[config.mk]
export PLATFORM = sky130hd
export DESIGN_NAME = rcounter_ctrl
export DESIGN_NICKNAME = d
export VERILOG_FILES = /design/src/rtl/rcounter_ctrl.sv
export SDC_FILE = /design/constraint.sdc
export NUM_CORES = 1
export LEC_CHECK = 0
export CAP_MARGIN = 20
export CORE_MARGIN = 8
export CORE_UTILIZATION = 40
export CTS_BUF_LIST = sky130_fd_sc_hd__clkbuf_4 sky130_fd_sc_hd__clkbuf_8 sky130_fd_sc_hd__clkbuf_16
export DETAILED_ROUTE_END_ITERATION = 8
export HOLD_SLACK_MARGIN = 0.02
export PLACE_DENSITY_LB_ADDON = 0.05
export SKIP_LAST_GASP = 1
export SYNTH_ARGS = -nofsm -noshare
export SYNTH_HDL_FRONTEND = slang
export SYNTH_SLANG_ARGS = --single-unit
[constraint.sdc]
create_clock -name clk_core -period 2.2 [get_ports clk_core]
set_input_delay 0.22 -clock clk_core [delete_from_list [all_inputs] [get_ports clk_core]]
set_output_delay 0.22 -clock clk_core [all_outputs]
set_load 0.005 [all_outputs]
[src/rtl/rcounter_ctrl.sv]
// Run-control sequencer for the countdown timer: validates and latches the BCD preset,
// sequences IDLE/RUN/PAUSE/DONE, gates the core enable at expiry and times the alarm.
module rcounter_ctrl #(
  parameter int unsigned ALARM_CYCLES = 100
) (
  input  logic       clk_core,
  input  logic       rst,
  input  logic       load,
  input  logic [7:0] min_set,
  input  logic [7:0] sec_set,
  input  logic [7:0] ms_10_set,
  input  logic       start_pause,
  input  logic       clear,
  input  logic       time_out,
  output logic [7:0] min_pre,
  output logic [7:0] sec_pre,
  output logic [7:0] ms_10_pre,
  output logic       core_en,
  output logic       core_rst,
  output logic [1:0] state_o,
  output logic       alarm,
  output logic       load_err
);

  localparam int unsigned CntW = (ALARM_CYCLES > 1) ? $clog2(ALARM_CYCLES) : 1;
  localparam logic [CntW-1:0] CntInit = CntW'(ALARM_CYCLES - 1);

  typedef enum logic [1:0] {
    StIdle  = 2'b00,
    StRun   = 2'b01,
    StPause = 2'b10,
    StDone  = 2'b11
  } state_e;

  state_e          state_q, state_d;
  logic [7:0]      min_q, sec_q, ms_q;
  logic            core_rst_q;
  logic            load_err_q;
  logic            alarm_q;
  logic [CntW-1:0] alarm_cnt_q;
  logic            preset_ok;
  logic            preset_zero;
  logic            load_take;

  assign preset_ok = (min_set[7:4] <= 4'd9) && (min_set[3:0] <= 4'd9) &&
                     (sec_set[7:4] <= 4'd5) && (sec_set[3:0] <= 4'd9) &&
                     (ms_10_set[7:4] <= 4'd9) && (ms_10_set[3:0] <= 4'd9);
  assign preset_zero = ({min_q, sec_q, ms_q} == 24'd0);
  assign load_take   = (state_q == StIdle) && load && !clear;

  always_ff @(posedge clk_core or posedge rst) begin
    if (rst) begin
      state_q <= StIdle;
    end else begin
      state_q <= state_d;
    end
  end

  // A load in the same cycle as start_pause wins; the start is dropped.
  always_comb begin
    state_d = state_q;
    if (clear) begin
      state_d = StIdle;
    end else begin
      case (state_q)
        StIdle:  if (start_pause && !load && !preset_zero) state_d = StRun;
        StRun: begin
          if (time_out) begin
            state_d = StDone;
          end else if (start_pause) begin
            state_d = StPause;
          end
        end
        StPause: if (start_pause) state_d = StRun;
        StDone:  if (start_pause) state_d = StIdle;
        default: state_d = StIdle;
      endcase
    end
  end

  always_comb begin
    core_en = (state_q == StRun) && !time_out;
    state_o = state_q;
  end

  always_ff @(posedge clk_core or posedge rst) begin
    if (rst) begin
      min_q      <= 8'd0;
      sec_q      <= 8'd0;
      ms_q       <= 8'd0;
      core_rst_q <= 1'b1;
      load_err_q <= 1'b0;
    end else begin
      core_rst_q <= (state_d == StIdle);
      load_err_q <= load_take && !preset_ok;
      if (load_take && preset_ok) begin
        min_q <= min_set;
        sec_q <= sec_set;
        ms_q  <= ms_10_set;
      end
    end
  end

  // Alarm stays high until the counter has sat at zero for one edge: ALARM_CYCLES cycles total.
  always_ff @(posedge clk_core or posedge rst) begin
    if (rst) begin
      alarm_q     <= 1'b0;
      alarm_cnt_q <= '0;
    end else if (state_d == StDone && state_q != StDone) begin
      alarm_q     <= 1'b1;
      alarm_cnt_q <= CntInit;
    end else if (state_d != StDone) begin
      alarm_q     <= 1'b0;
      alarm_cnt_q <= '0;
    end else if (alarm_cnt_q == '0) begin
      alarm_q <= 1'b0;
    end else begin
      alarm_cnt_q <= alarm_cnt_q - 1'b1;
    end
  end

  assign min_pre   = min_q;
  assign sec_pre   = sec_q;
  assign ms_10_pre = ms_q;
  assign core_rst  = core_rst_q;
  assign load_err  = load_err_q;
  assign alarm     = alarm_q;

endmodule
=== Word-level counts from Yosys, hierarchy flattened ===
Cells that the tools add are included.

* Equal/unequal tests: 7
* Multiplexer cells: 13
* Add/subtract/negate cells: 1
* Magnitude comparators: 6
* Reduce and logical (&&, ||, !) cells: 23

{| class="wikitable"
|+ Operators with widths
! kind !! count
|-
| $logic_not A24 Y1 || 1
|-
| $mux W7 || 3
|-
| $le A4 B4 Y1 const B || 5
|-
| $logic_and A1 B1 Y1 || 13
|-
| $mux W2 || 6
|-
| $pmux W2 S4 || 1
|-
| $logic_not A7 Y1 || 1
|-
| $sub A7 B1 Y7 const B || 1
|-
| $eq A2 B2 Y1 const B || 3
|-
| $logic_not A1 Y1 || 5
|-
| $le A4 B3 Y1 const B || 1
|-
| $logic_not A2 Y1 || 2
|-
| $ne A2 B2 Y1 const B || 2
|-
| $mux W1 || 3
|-
| $ne A3 B3 Y1 const B || 1
|-
| $reduce_bool A3 Y1 || 1
|-
| $eq A2 B1 Y1 const B || 1
|}

* Bits of input ports: 30
* Flip-flop bits (word level): 36
* Output and inout bits: 30
* Logic and storage cells: 58

=== Longest topological paths before layout ===
Gate-level depths: netlist (run 1).

* Word-level depth: 9
* Depth in mapped cells: 6
* Gate-level depth less buffers: 6

=== Worst setup path after synthesis (run 1) ===
No wires, ideal clock.

* Kind: reg-to-reg
* From: register state_q[0] (netlist: state_o[0])
* To: register min_q[1] (netlist: min_pre[1])
* Setup slack: 0.611 ns
* Required time: 2.075 ns
* Buffers on the path: 1
* Library setup time: 0.125 ns
* Clock period less this slack: 1.589 ns
* Stages on the path, launching flop included: 6
* Data arrival time: 1.464 ns
* Path through: dfrtp_1 -> nor2_1 -> nand3b_1 -> nor3_4 -> buf_6 -> mux2_2

* Longest elaborated chain between the ends: 4

{| class="wikitable"
|+ Ends and longest elaborated chain
! what !! line !! source
|-
| from (decl) || 35 || <nowiki>state_e state_q, state_d;</nowiki>
|-
| from (signal assigned) || 53 || <nowiki>state_q <= StIdle;</nowiki>
|-
| from (signal assigned) || 55 || <nowiki>state_q <= state_d;</nowiki>
|-
| $logic_not A2 Y1 || 49 || <nowiki>assign load_take = (state_q == StIdle) && load && !clear;</nowiki>
|-
| $logic_and A1 B1 Y1 (2 in series) || 49 ||
|-
| $logic_and A1 B1 Y1 || 96 || <nowiki>if (load_take && preset_ok) begin</nowiki>
|-
| to (signal assigned) || 97 || <nowiki>min_q <= min_set;</nowiki>
|-
| to (decl) || 36 || <nowiki>logic [7:0] min_q, sec_q, ms_q;</nowiki>
|}

No other way between the ends.
A chain may end at the register's enable or synchronous reset.

=== Final worst setup path (run 1) ===
* From: register state_q[0] (netlist: state_o[0])
* To: output port core_en

* Longest elaborated chain between the ends: 2

{| class="wikitable"
|+ Ends and longest elaborated chain
! what !! line !! source
|-
| $eq A2 B1 Y1 || 82 || <nowiki>core_en = (state_q == StRun) && !time_out;</nowiki>
|-
| $logic_and A1 B1 Y1 || 82 ||
|-
| to (decl) || 18 || <nowiki>output logic core_en,</nowiki>
|}

No other way between the ends.

==> impl.org, run 1 <==
** Status
- Outcome :: complete, no violations

** Timing
- Final Max Slew Viols :: 0
- At the pin with the least slew margin, the transition time is 455 ps.
- Post-route worst hold slack :: 345 ps
- Final setup viols :: 0
- Between clock sinks in the finished design, the worst skew comes to 4.56 ps.
- Post-layout worst setup margin :: 394 ps
- Setup repair after global routing left no endpoint under its margin.
- Headroom to the max-slew limit came out at 69.7%.
- Final period demand of the worst path :: 1810 ps
- For this run, the top clock speed supported by timing is 554 MHz.
- Summed over all failing endpoints, the final setup total negative slack is 0 ps.
- In the finished design, the share of the clock period the worst path needs comes to 82.1%.
- The final-report hold violation count was 0.

** Layout
- In the final layout, the share of cells above drive strength 1 is 19.3%.
- Once layout is complete, the cells apart from fillers number 252.
- Area grow syn2layout :: 46.5%
- Fillcell total :: 309
- The number of antenna diodes in the final layout is 0.
- Share of the core filled with cells :: 60.1%
- Post-route standard cell area excluding fillers :: 2380 um^2
- At the end of the flow, the number of nets in the layout was 233.

** Synth
- Number of unique standard cell types used by synthesis :: 28
- Flop and latch count out of synthesis :: 36
- Cell area after synthesis :: 1630 um^2
- Averaged over all synthesized cells, the footprint is 12.1 um^2.
- Gate Count Post-Synth :: 135
- Portion of the post-synthesis area used by sequential elements :: 55.4%
- Number of synthesis warnings :: 0
- Counting every net in the synthesized netlist gives 167.

** Power and ir drop
- Sequential share of power :: 46.5%
- Combinational share of power :: 26.9%
- Internal power consumption :: 1.32 mW
- Summed over all nets, the switching power comes to 0.448 mW.
- Total power per unit cell area :: 743 nW/um^2
- The analysis attributes to cell leakage a power of 1.04 nW.
- Worst ir drop on vdd :: 0.000517 V
- In this run switching power makes up 25.3% of total power.
- Overall power consumption :: 1.77 mW
- Proportion of power drawn by the clock network :: 26.6%

** Placed design
- Input/output buffers :: 59
- In this run, placement finished with an instance count of 244.
- Weighted congestion reported at the end of routability-driven placement :: 0.709
- Timing analysis after detailed placement gives a worst setup slack of 192 ps.
- Final HPWL from detailed placement :: 3200 um
- Placed Area :: 2290 um^2

** Clock network
- The clock passes through at most 2 buffers.
- For this design, the CTS-stage hold fixing added 0 buffers.
- Clock tree root driver cell :: sky130_fd_sc_hd__clkbuf_8
- Clk sink count :: 36
- H-tree depth :: 2
- Clock tree synthesis inserted a total of 5 buffers.
- After clock tree synthesis, the setup repair step added 0 buffers.
- After clock tree synthesis, the repair step resized 0 gates.
- CTS tree :: done
- Skew-Pair Late Insertion Delay :: 280 ps
- After clock tree synthesis, the clock-pin slew on the worst setup and hold paths is 70 ps.

** Floorplanning
- The floorplan step defined a die boundary enclosing 6370 um^2.
- The floorplan step set the die width to 79.8 um.
- Total number of placement rows :: 23
- Starting density of the core :: 41.0%
- Core Box Area :: 3970 um^2
- Overall die height :: 79.8 um
- In this run the count of I/O pins placed on the die edge is 60.

** GRT
- The via count of the first global-routing pass is 1444.
- Global router's overall resource usage :: 13.6%
- Largest net degree at the start of global routing :: 37
- Grt ovf :: 0
- The number of antenna violations at the first check in global routing came to 0.
- Global-route wire length before repair :: 6810 um

** Worst setup path
- STA classifies the critical path endpoint as an output pin.
- In this run the register-to-register setup slack is 550 ps.
- The worst setup path is of the flop to output pin kind.
- Worst endpoint data arrival time :: 1590 ps
- Along the worst path, the maximum fanout reaches 11.
- Launching element type of the critical path :: flop
- Required time of the critical path :: 1980 ps

** Detailed routing
- Remaining design rule violation count :: 0
- The routed design has 4070 um of wire.
- Dividing the detail-routed via count by the number of cells gives 5.07.
- Summing over every cut layer, the via total after detailed routing is 1278.
- In this run, the number of DRC markers left after iteration 0 of detailed routing was 37.
- Post-detailed-route count of antenna-violating nets :: 0
- For this run, the detailed router's first-pass iteration total came to 4.
- In the final routed layout, each cell accounts on average for 16.1 um.

** Worst hold path
- In this run the worst hold path is classified as primary input to async pin.

** Job
- # Max-Cap Violations :: 0
==> power groups by stage <==
stage	Combinational [mW]	Clock [mW]	Sequential, mW
6_report	0.477	0.472	0.823
4_1_cts	0.487	0.495	0.826
5_1_grt	0.521	0.523	0.837
2_1_floorplan	0.183	0	0.833
3_5_place_dp	0.484	0	0.838
3_3_place_gp	0.475	0	0.836
==> area by class of cell <==
| class | count | area, um^2 | share of cell area, % |
|---|---|---|---|
| clock buffers | 8 | 91.3 | 3.83 |
| inverters | 4 | 15.0 | 0.630 |
| multi-input cells | 91 | 681 | 28.5 |
| flip-flops and latches | 36 | 902 | 37.8 |
| well taps | 50 | 62.6 | 2.62 |
| repair buffers | 63 | 633 | 26.5 |
==> synth_stat cells (all sizes together) <==
| master | count | area [um^2] |
|---|---|---|
| mux2 | 24 | 270 |
| nand2 | 9 | 33.8 |
| a21boi | 1 | 7.51 |
| o311a | 1 | 10.0 |
| dfrtp | 35 | 876 |
| nor3 | 2 | 21.3 |
| nor2b | 4 | 25.0 |
| or3b | 1 | 8.76 |
| nor2 | 8 | 30.0 |
| inv | 4 | 15.0 |
| nor4 | 7 | 50.1 |
| o221a | 1 | 11.3 |
| nand3 | 2 | 10.0 |
| a21oi | 6 | 30.0 |
| clkbuf | 2 | 7.51 |
| dfstp | 1 | 26.3 |
| o21ai | 6 | 30.0 |
| buf | 2 | 22.5 |
| mux2i | 1 | 10.0 |
| nand3b | 4 | 30.0 |
| nand4 | 2 | 12.5 |
| a31oi | 5 | 31.3 |
| ha | 2 | 25.0 |
| xnor2 | 1 | 8.76 |
| nand2b | 4 | 25.0 |
==> critical path: stages, from the launching register on <==
cell                              delay [ps]
sky130_fd_sc_hd__dfrtp_1                 350
sky130_fd_sc_hd__buf_4                   170
sky130_fd_sc_hd__nor2b_1                 150
sky130_fd_sc_hd__nor2b_1                 140
sky130_fd_sc_hd__clkdlybuf4s50_1         510
==> per-layer routing <==
metal	vias to the layer above	track usage [%]	routed length [um]
met1	625	14.8	1690
met3	2	6.31	325
li1	618	-	-
met2	33	23.0	2040
met4	0	3.82	16
met5	-	0	0
==> flip-flops by register name (all words and copies together) (netlist names) <==
register,count
min_pre,8
ms_10_pre,8
sec_pre,8
alarm_cnt_q,7
state_o,2
alarm,1
core_rst,1
load_err,1
==> final timing paths <==
check                               start             end  cells past startpoint
max reg2reg                alarm_cnt_q[0]  alarm_cnt_q[1]                      6
min reg2reg                    min_pre[0]      min_pre[0]                      1
min                                   rst  alarm_cnt_q[3]                      3
max                            state_o[0]         core_en                      4
min in group clk_core          min_pre[0]      min_pre[0]                      1
max in group asynchronous             rst        core_rst                      3
==> kinds of logic (layout without fill, tap and decap cells) <==
| family | count (synthesis) | after routing | synth area share (%) |
|---|---|---|---|
| multiplexers | 25 | 25 | 17.2 |
| adder cells (fa/ha/maj) | 2 | 2 | 1.54 |
| XOR/XNOR | 1 | 1 | 0.538 |
| buffers and inverters | 8 | 75 | 2.77 |
| flip-flops | 36 | 36 | 55.4 |
| AND/OR/NAND/NOR | 43 | 43 | 15.1 |
| AO/OA/AOI/OAI | 20 | 20 | 7.38 |
==> placed cells by master (no fill, tap or decap), types with 4 or more instances in the layout <==
cell type | Yosys | routed
sky130_fd_sc_hd__inv_1 | 4 | 4
sky130_fd_sc_hd__nand2_1 | 9 | 9
sky130_fd_sc_hd__o21ai_0 | 6 | 6
sky130_fd_sc_hd__nor2_1 | 8 | 8
sky130_fd_sc_hd__a31oi_1 | 5 | 5
sky130_fd_sc_hd__dfrtp_1 | 35 | 35
sky130_fd_sc_hd__clkbuf_8 | 0 | 5
sky130_fd_sc_hd__clkdlybuf4s50_1 | 0 | 59
sky130_fd_sc_hd__nand2b_1 | 4 | 4
sky130_fd_sc_hd__nor4_1 | 6 | 6
sky130_fd_sc_hd__nor2b_1 | 4 | 4
sky130_fd_sc_hd__nand3b_1 | 4 | 4
sky130_fd_sc_hd__mux2_2 | 22 | 22
sky130_fd_sc_hd__a21oi_1 | 6 | 6
Note: power is estimated with default switching activity, not from simulation.
==> inputs of run 2 (changes only) <==
clock period = 1.8 ns   (was 2.2 ns; I/O delays follow)
==> impl.org, run 2 (synthesis gave the netlist of run 1 again) <==
** Power and ir drop
- The final total power was 2.38 mW (+34%).
- Total power per unit cell area :: 962 nW/um^2 (+29%)
- Leak Pwr :: 1.10 nW (+5.2%)
- The largest voltage drop on the vdd net came to 0.000496 V (-4.0%).

** Floorplanning
- Core Box Area :: 3970 um^2 (unchanged)
- Starting density of the core :: 41.0% (unchanged)
- Floorplan die width :: 79.8 um (unchanged)
- The standard-cell row count was 23 (unchanged).
- The top-level port count came to 60 (unchanged).
- Overall die height :: 79.8 um (unchanged)
- Total Die Area :: 6370 um^2 (unchanged)

** Timing
- Static timing analysis puts the maximum clock frequency at 575 MHz.
- In the finished design, the share of the clock period the worst path needs comes to 96.6%.
- Post-layout worst setup margin :: 61.9 ps (-332 ps)
- Fin Setup TNS :: 0 ps (unchanged)
- RSZ-0062 raised after global routing :: true
- Max-slew headroom at the worst pin :: 69.4% (-0.23 points)
- The slew at the pin with the worst max-slew slack is 459 ps (+3.47 ps).
- Post-route worst hold slack :: 305 ps (-40.0 ps)
- Clock Skew :: 2.52 ps (-2.04 ps)
- Counting I/O delays and the setup requirement, the final critical path takes 1740 ps.
- Final-report hold violation count :: 0 (unchanged)
- Final Max Slew Viols :: 0 (unchanged)
- Final setup viols :: 0 (unchanged)

** Clock network
- CTS tree :: done
- The number of buffers inserted for hold repair after clock tree synthesis is 0 (unchanged).
- Clock transition at the registers of the reported paths :: 70 ps (about the same)
- Clk sink count :: 36 (unchanged)
- CTS buffer count :: 5 (unchanged)
- The number of buffers on the longest clock path was 2 (unchanged).
- Clock tree root driver cell :: sky130_fd_sc_hd__clkbuf_8
- The depth of the CTS H-tree came to 2 (unchanged).
- The clock latency on the worst-skew pair was 280 ps (about the same).

** Detailed routing
- The number of vias per cell came to 5.09 (+0.41%).
- Detail-routed net length per standard cell :: 16.0 um (-0.79%)
- The final routed wirelength across all metal layers is 4160 um (+2.4%).
- The iteration-0 DRC count of the detailed router was 34 (-8.1%).
- Post-detailed-route count of antenna-violating nets :: 0 (unchanged)
- Vias :: 1324 (+3.6%)
- The number of design rule violations left after detail routing is 0 (unchanged).
- First-pass DRT Iterations :: 4 (unchanged)

** Worst setup path
- Worst endpoint data arrival time :: 1560 ps (-30 ps)
- Number of cells traversed by the worst register-to-register path :: 5 (-1)
- Critical path launch point :: state_o[1]
- Beginning of the worst register-to-register path :: state_o[0]
- In this run the worst setup path terminates at core_en.
- Worst setup slack for register-to-register paths :: 180 ps (-370 ps)
- Required time of the critical path :: 1620 ps (-360 ps)
- The worst setup path is launched from a flop.
- The endpoint identified for the worst register-to-register timing path is ms_10_pre[3].
- Maximum fanout along the worst path :: 11 (unchanged)
- The setup path with the least slack is of type flop to output pin.
- Category of the worst setup path capture point :: output pin

** Layout
- Most common cell after layout, fill and taps aside :: sky130_fd_sc_hd__clkdlybuf4s50_1
- Highest-count cells in the layout ignoring fill and taps :: sky130_fd_sc_hd__clkdlybuf4s50_1 (59), sky130_fd_sc_hd__dfrtp_1 (35), sky130_fd_sc_hd__mux2_2 (22), sky130_fd_sc_hd__buf_4 (10), sky130_fd_sc_hd__nand2_1 (9)
- Area grow syn2layout :: 52.2%
- The cell area after layout came to 2480 um^2 (+3.9%).
- The layout filler cell count is 318 (+2.9%).
- Register cell area after layout :: 902 um^2 (unchanged)
- Combined area of the multi-input logic cells :: 683 um^2 (+0.37%)
- The number of standard cells in the layout, taps in and fillers out came to 260 (+3.2%).
- The share of layout cells above drive strength 1 came to 22.9% (+3.6 points).
- Ant diodes :: 0 (unchanged)
- Share of the core filled with cells :: 62.4% (+2.3 points)
- Number of nets in the final layout :: 241 (+3.4%)

** Placed design
- Placed Area :: 2320 um^2 (+1.1%)
- The placed instance count is 249 (+2.0%).
- Final HPWL from detailed placement :: 3280 um (+2.5%)
- Setup slack at placement :: -181 ps (-373 ps)
- Input/output buffers :: 59 (unchanged)
- The final weighted congestion in routability-driven placement is 0.755 (+6.5%).

** GRT
- Global-route wire length before repair :: 6920 um (+1.6%)
- The remaining global-route overflow was 0 (unchanged).
- The total track usage was 13.9% (+0.37 points).
- The pin count of the biggest net entering global routing came to 37 (unchanged).
- Via count of the first global-routing pass :: 1446 (+0.14%)
- The number of antenna violations at the first check in global routing came to 0 (unchanged).

** Worst hold path
- Path category of the worst min-delay check :: primary input to async pin

** Status
- The run finished with clean final reports.

** Job
- # Max-Cap Violations :: 0 (unchanged)
==> run 2: report_power, final <==
group	total, mW	leakage, nW	switching (mW)	internal [mW]
clock network	0.767	0.0645	0.278	0.489
logic	0.606	0.552	0.212	0.393
registers	1.01	0.482	0.0870	0.923
==> run 2: worst max-delay path, stage by stage (launching register included) <==
cell and delay [ps]:
sky130_fd_sc_hd__dfrtp_1 390, sky130_fd_sc_hd__buf_6 140, sky130_fd_sc_hd__nor2b_2 100, sky130_fd_sc_hd__nor2b_1 140
sky130_fd_sc_hd__clkdlybuf4s50_1 510
==> run 2: worst min path at each step <==
stage	start	end	cells after the start
2_1_floorplan	clear	state_o[1]	1
3_3_place_gp	min_pre[0]	min_pre[0]	1
3_5_place_dp	sec_pre[7]	sec_pre[7]	1
4_1_cts	rst	alarm_cnt_q[2]	3
5_1_grt	rst	alarm_cnt_q[2]	3
6_report	rst	alarm_cnt_q[5]	3
==> run 2: final cells by class <==
type | instances | area share (%)
clock buffers | 7 | 3.89
clock inverters | 1 | 1.21
inverters | 4 | 0.606
multi-input cells | 91 | 27.6
flip-flops and latches | 36 | 36.4
well taps | 50 | 2.53
repair buffers | 71 | 27.8
==> run 2: routing by layer <==
layer,vias to the layer above,track usage (%),routed length (um),share of wire [%]
met5,-,0,0,0
met4,0,5.45,48,1.2
met3,6,5.18,328,7.9
met2,39,23.0,2110,51
met1,645,16.0,1680,40
li1,634,-,-,-
==> run 2: what timing repair did <==
| action | 4_1_cts | 5_1_grt |
|---|---|---|
| hold endpoints to repair | 0 | 0 |
| buffers inserted | 0 | 3 |
| endpoints found under the setup margin | 1 | 24 |
| resized for setup | 1 | 2 |
| pin swaps | 0 | 1 |
